`config.mk`:
```
export PLATFORM = sky130hd
export DESIGN_NAME = jt51_wrarb_flat
export DESIGN_NICKNAME = d
export VERILOG_FILES = /design/src/rtl/jt51_wrarb_if.sv /design/src/rtl/jt51_wrarb.sv /design/src/flat_wrapper.sv
export SDC_FILE = /design/constraint.sdc
export NUM_CORES = 1
export LEC_CHECK = 0
export CAP_MARGIN = 20
export CORE_ASPECT_RATIO = 2
export CORE_MARGIN = 2
export CORE_UTILIZATION = 40
export DETAILED_ROUTE_END_ITERATION = 12
export PLACE_DENSITY = 0.71
export SLEW_MARGIN = 20
export SYNTH_ARGS = -nofsm -noshare
export SYNTH_HDL_FRONTEND = slang
export SYNTH_SLANG_ARGS = --single-unit
export TNS_END_PERCENT = 30
```
`constraint.sdc`:
```
create_clock -name clk -period 3.43 [get_ports clk]
set_input_delay 0.8575 -clock clk [delete_from_list [all_inputs] [get_ports clk]]
set_output_delay 0.8575 -clock clk [all_outputs]
set_load 0.02 [all_outputs]
```
`src/rtl/jt51_wrarb_if.sv`:
```
// Bus bundle between the write arbiter, its two requesters and the jt51 CPU
// port. The master side is the system (requesters plus chip), the slave side
// is the arbiter.
interface jt51_wrarb_if;
  logic [1:0] req_valid;
  logic [7:0] req_addr0;
  logic [7:0] req_addr1;
  logic [7:0] req_data0;
  logic [7:0] req_data1;
  logic [1:0] req_ready;
  logic       cs_n;
  logic       wr_n;
  logic       a0;
  logic [7:0] din;
  logic [7:0] chip_dout;

  modport master (
    output req_valid, req_addr0, req_addr1, req_data0, req_data1, chip_dout,
    input  req_ready, cs_n, wr_n, a0, din
  );

  modport slave (
    input  req_valid, req_addr0, req_addr1, req_data0, req_data1, chip_dout,
    output req_ready, cs_n, wr_n, a0, din
  );
endinterface

```
`src/rtl/jt51_wrarb.sv`:
```
// jt51_wrarb: two-requester write arbiter for the jt51 CPU port. Each granted
// request becomes an address write (a0=0) followed by a data write (a0=1),
// then the block waits for the chip busy flag to clear before serving again.
module jt51_wrarb #(
  parameter int unsigned TIMEOUT = 255,
  parameter int unsigned HOLDOFF = 2
) (
  input  logic           clk,
  input  logic           rst,
  input  logic           cen,
  jt51_wrarb_if.slave    bus,
  output logic           active,
  output logic           grant_id,
  output logic           err,
  input  logic           err_clr
);

  localparam int unsigned LIMIT = HOLDOFF + TIMEOUT;
  localparam int unsigned CW    = $clog2(LIMIT + 1);

  typedef enum logic [2:0] {
    IDLE,
    ADDR,
    GAP,
    DATA,
    WAIT
  } state_t;

  state_t        st;
  logic          last;
  logic [CW-1:0] cnt;
  logic [7:0]    data_l;
  logic          pick;
  logic [6:0]    unused_dout;

  // Only the busy bit of the chip read-back matters here.
  assign unused_dout = bus.chip_dout[6:0];

  // Round-robin choice: a lone requester wins, on a tie the one not served last.
  always_comb begin
    pick = 1'b0;
    case (bus.req_valid)
      2'b01:   pick = 1'b0;
      2'b10:   pick = 1'b1;
      2'b11:   pick = ~last;
      default: pick = 1'b0;
    endcase
  end

  // Transaction sequencer; every state and bus output moves only on cen ticks,
  // except req_ready which self-clears on the following clk.
  always_ff @(posedge clk) begin
    if (rst) begin
      st          <= IDLE;
      bus.cs_n    <= 1'b1;
      bus.wr_n    <= 1'b1;
      bus.a0      <= 1'b0;
      bus.din     <= '0;
      bus.req_ready <= '0;
      active      <= 1'b0;
      grant_id    <= 1'b0;
      err         <= 1'b0;
      last        <= 1'b1;   // "last served = 1" makes requester 0 win the first tie
      cnt         <= '0;
      data_l      <= '0;
    end else begin
      bus.req_ready <= '0;
      if (cen) begin
        if (err_clr) err <= 1'b0;
        case (st)
          IDLE: begin
            if (|bus.req_valid) begin
              grant_id      <= pick;
              last          <= pick;
              bus.req_ready <= pick ? 2'b10 : 2'b01;
              data_l        <= pick ? bus.req_data1 : bus.req_data0;
              bus.din       <= pick ? bus.req_addr1 : bus.req_addr0;
              bus.a0        <= 1'b0;
              bus.cs_n      <= 1'b0;
              bus.wr_n      <= 1'b0;
              active        <= 1'b1;
              st            <= ADDR;
            end
          end
          ADDR: begin
            bus.cs_n <= 1'b1;
            bus.wr_n <= 1'b1;
            st       <= GAP;
          end
          GAP: begin
            bus.a0   <= 1'b1;
            bus.din  <= data_l;
            bus.cs_n <= 1'b0;
            bus.wr_n <= 1'b0;
            st       <= DATA;
          end
          DATA: begin
            bus.cs_n <= 1'b1;
            bus.wr_n <= 1'b1;
            cnt      <= '0;
            st       <= WAIT;
          end
          WAIT: begin
            // Busy is only trusted once the hold-off window has elapsed; the
            // timeout branch follows err_clr above so a coincident timeout wins.
            if (cnt >= CW'(HOLDOFF) && !bus.chip_dout[7]) begin
              active <= 1'b0;
              st     <= IDLE;
            end else if (cnt == CW'(LIMIT - 1)) begin
              err    <= 1'b1;
              active <= 1'b0;
              st     <= IDLE;
            end else begin
              cnt <= cnt + 1'b1;
            end
          end
          default: st <= IDLE;
        endcase
      end
    end
  end

endmodule

```
`src/flat_wrapper.sv`:
```
// flat-port wrapper written by rule: the top's interface ports become plain ports
module jt51_wrarb_flat 
#(
  parameter int unsigned TIMEOUT = 255,
  parameter int unsigned HOLDOFF = 2
)
  (clk, rst, cen, active, grant_id, err, err_clr, bus_req_valid, bus_req_addr0, bus_req_addr1, bus_req_data0, bus_req_data1, bus_chip_dout, bus_req_ready, bus_cs_n, bus_wr_n, bus_a0, bus_din);
  jt51_wrarb_if bus_i ();
  input  logic clk;
  input  logic rst;
  input  logic cen;
  output logic active;
  output logic grant_id;
  output logic err;
  input  logic err_clr;
  input wire logic [$bits(bus_i.req_valid)-1:0] bus_req_valid;
  input wire logic [$bits(bus_i.req_addr0)-1:0] bus_req_addr0;
  input wire logic [$bits(bus_i.req_addr1)-1:0] bus_req_addr1;
  input wire logic [$bits(bus_i.req_data0)-1:0] bus_req_data0;
  input wire logic [$bits(bus_i.req_data1)-1:0] bus_req_data1;
  input wire logic [$bits(bus_i.chip_dout)-1:0] bus_chip_dout;
  output wire logic [$bits(bus_i.req_ready)-1:0] bus_req_ready;
  output wire logic [$bits(bus_i.cs_n)-1:0] bus_cs_n;
  output wire logic [$bits(bus_i.wr_n)-1:0] bus_wr_n;
  output wire logic [$bits(bus_i.a0)-1:0] bus_a0;
  output wire logic [$bits(bus_i.din)-1:0] bus_din;
  assign bus_i.req_valid = bus_req_valid;
  assign bus_i.req_addr0 = bus_req_addr0;
  assign bus_i.req_addr1 = bus_req_addr1;
  assign bus_i.req_data0 = bus_req_data0;
  assign bus_i.req_data1 = bus_req_data1;
  assign bus_i.chip_dout = bus_chip_dout;
  assign bus_req_ready = bus_i.req_ready;
  assign bus_cs_n = bus_i.cs_n;
  assign bus_wr_n = bus_i.wr_n;
  assign bus_a0 = bus_i.a0;
  assign bus_din = bus_i.din;
  jt51_wrarb #(.TIMEOUT(TIMEOUT), .HOLDOFF(HOLDOFF)) u_core (.clk(clk), .rst(rst), .cen(cen), .bus(bus_i), .active(active), .grant_id(grant_id), .err(err), .err_clr(err_clr));
endmodule
```
==> results.sh <==
export IMPL_grt_ovfl_total=0
export IMPL_vdd_drop_max_uv=339.3
export IMPL_h_tree_depth=2
export IMPL_synth_avg_cell_area_um2=8.669
export IMPL_criticalPathCategory="in -> reg"
export IMPL_area_growth_pct=35.67
export IMPL_syn_nets=259
export IMPL_ys_warnings_count=0
export IMPL_clk_latency_ns=0.28
export IMPL_synth_edf_count=0
export IMPL_synthFlopType="dfxtp_1"
export IMPL_p_leak_nw=0.9057
export IMPL_drc=0
export IMPL_rows=34
export IMPL_dr_wl_met3_um=192
export IMPL_dieWidth_um=51.71
export IMPL_coreArea_um2=4382
export IMPL_hold_viol=0
export IMPL_port_buffers=54
export IMPL_fin_crit_ns=2.372
export IMPL_stdcell_count=314
export IMPL_cts_buffers_inserted=5
export IMPL_ys_types=41
export IMPL_grt_pass1_wl_mm=6.810
export IMPL_clock_fmax_ghz=0.4217
export IMPL_gp_congestion=0.7381
export IMPL_wire_per_inst_um=12.69
export IMPL_min_period_over_period_pct=69.14
export IMPL_cts_resized_gates=0
export IMPL_min_path_type="reg -> reg"
export IMPL_grt_max_degree=23
export IMPL_synth_area_leader_cell="dfxtp_1"
export IMPL_synth_seq_cells=36
export IMPL_first_pass_iters=4
export IMPL_required_ns=3.61
export IMPL_vias=1677
export IMPL_worstSetupEndpointType="flip-flop"
export IMPL_tns_ns=0
export IMPL_top_layer="met4"
export IMPL_cp_max_fo=14
export IMPL_ys_top_cells_by_count="dfxtp_1 (36), nor2_1 (30), a21oi_1 (20), mux2i_1 (18), a211oi_1 (17)"
export IMPL_clockBufferDepth=2
export IMPL_start_util_pct=41.55
export IMPL_cts_setup_buffers=0
export IMPL_antenna_found_initial=0
export IMPL_clkTransAtPathRegs_ns=0.07
export IMPL_cts_root_buf="clkbuf_8"
export IMPL_synth_most_common_cell="dfxtp_1"
export IMPL_met2_length_mm=2.245
export IMPL_routed_wl_mm=3.985
export IMPL_synthArstFlopShare_pct=0
export IMPL_grt_pass1_vias=1597
export IMPL_num_io_pins=62
export IMPL_hold_buffers=0
export IMPL_drtIter0Drc=20
export IMPL_critPathArrivalTime_ns=2.55
export IMPL_die_area_um2=5140
export IMPL_p_per_area_nw_per_um2=391.7
export IMPL_wl_met1_mm=1.485
export IMPL_synthSimpleGateAreaFrac_pct=22.89
export IMPL_finalMaxSlewViolations=0
export IMPL_place_hpwl_mm=3.048
export IMPL_slew_headroom_pct=46.50
export IMPL_synth_top_family_by_area="simple AND/OR/NAND/NOR gates"
export IMPL_finalNetCount=308
export IMPL_synth_top_area_share_pct=39.59
export IMPL_cts_tree="yes"
export IMPL_setup_violations=0
export IMPL_antenna_left=0
export IMPL_yosys_area_share_adder_pct=2.062
export IMPL_rsz0062_at_grt="false"
export IMPL_critPathLaunchType="input pin"
export IMPL_synth_area_leaders="dfxtp_1 (40%), mux2i_1 (9.9%), a211oi_1 (7.0%), nor2_1 (6.2%), a21oi_1 (5.5%)"
export IMPL_synth_compound_area_share_pct=20.41
export IMPL_drive_above_1_share_pct=7.308
export IMPL_grt_total_usage_pct=17.28
export IMPL_worst_pin_slew_ns=0.7971
export IMPL_status="completed"
export IMPL_cts_sinks=36
export IMPL_synth_mux_area_share_pct=9.897
export IMPL_place_inst=306
export IMPL_synthCells=210
export IMPL_yosysSeqAreaShare_pct=39.59
export IMPL_vias_per_cell=5.341
export IMPL_fp_dieH_um=99.41
export IMPL_cap_violations=0
export IMPL_synth_xor_area_share_pct=0
export IMPL_antenna_cells=0
export IMPL_netlist_area_um2=1820
export IMPL_finClkSkew_ns=0.005285
[sequential cells by signal, indices dropped and copies added, names as in the netlist]
| name | cells |
|---|---|
| u_core.bus.a0 | 1 |
| u_core.data_l | 8 |
| u_core.active | 1 |
| u_core.err | 1 |
| u_core.grant_id | 1 |
| u_core.last | 1 |
| u_core.bus.din | 8 |
| u_core.bus.cs_n | 1 |
| u_core.st | 3 |
| u_core.cnt | 9 |
| u_core.bus.req_ready | 2 |
[logic make-up (layout without fill, tap and decap cells)]
| family | after synthesis | after routing |
|---|---|---|
| and+or+nand+nor | 78 | 78 |
| DFF | 36 | 36 |
| adders and majority gates | 3 | 3 |
| AOI/OAI and AO/OA | 56 | 56 |
| muxes | 18 | 18 |
| buffers and inverters | 19 | 69 |
[worst paths after layout]
| kind | cells after the start | slack, ns | start | end |
|---|---|---|---|---|
| worst max-delay path | 5 | 1.06 | cen | u_core.cnt[6]$_SDFFE_PP0P_ |
| worst min-delay path | 2 | 0.46 | u_core.grant_id$_SDFFE_PP0P_ | u_core.grant_id$_SDFFE_PP0P_ |
| worst max register to register | 5 | 1.40 | u_core.st[0]$_SDFFE_PP0P_ | u_core.cnt[6]$_SDFFE_PP0P_ |
| worst min register to register | 2 | 0.46 | u_core.grant_id$_SDFFE_PP0P_ | u_core.grant_id$_SDFFE_PP0P_ |
[critical path, stage by stage]
cell and delay [ns]:
clkdlybuf4s50_1 0.48, buf_4 0.16, o21ai_1 0.28, or4_1 0.63, mux2i_1 0.14
[where the power goes]
| group | internal (mW) | switching (mW) | total, mW |
|---|---|---|---|
| registers | 0.445 | 0.0194 | 0.464 |
| logic | 0.107 | 0.0910 | 0.198 |
| clock network | 0.164 | 0.142 | 0.306 |
| total | 0.715 | 0.253 | 0.968 |
[cell usage in the layout, fill, tap and decap left out, types with 6 or more instances in the layout]
cell type,n
mux2i_1,18
nand2_1,13
or4_1,6
clkbuf_8,6
a211oi_1,17
dfxtp_1,36
nor2_1,30
clkdlybuf4s50_1,54
a21oi_1,20
[layout make-up]
type                            instances  area [µm²]
Fill cell                             417        1912
Multi-Input combinational cell        155        1010
Sequential cell                        36       720.7
Timing Repair Buffer                   58       570.5
Clock buffer                            8       90.09
Tap cell                               54       67.56
Inverter                                3       11.26
[stage by stage]
step	hold WS, ns	setup slack, ns	utilization [%]	total power, mW	instance area [µm²]
3_5_place_dp	0.4533	0.7460	54.31	0.6732	2380
4_1_cts	0.4636	1.061	56.37	0.9854	2470
2_1_floorplan	0.4518	1.212	-	0.5837	1821
3_3_place_gp	0.4487	0.7544	54.31	0.6706	2380
5_1_grt	0.4936	0.9481	56.37	1.020	2470
6_report	0.4590	1.059	56.37	0.9675	2470
[metal layers]
layer | global-route usage, % | vias up
met5 | 0 | -
li1 | - | 863
met4 | 8.704 | 0
met1 | 17.41 | 761
met2 | 30.87 | 49
met3 | 5.105 | 4
Power figures use the tool's default switching activity.
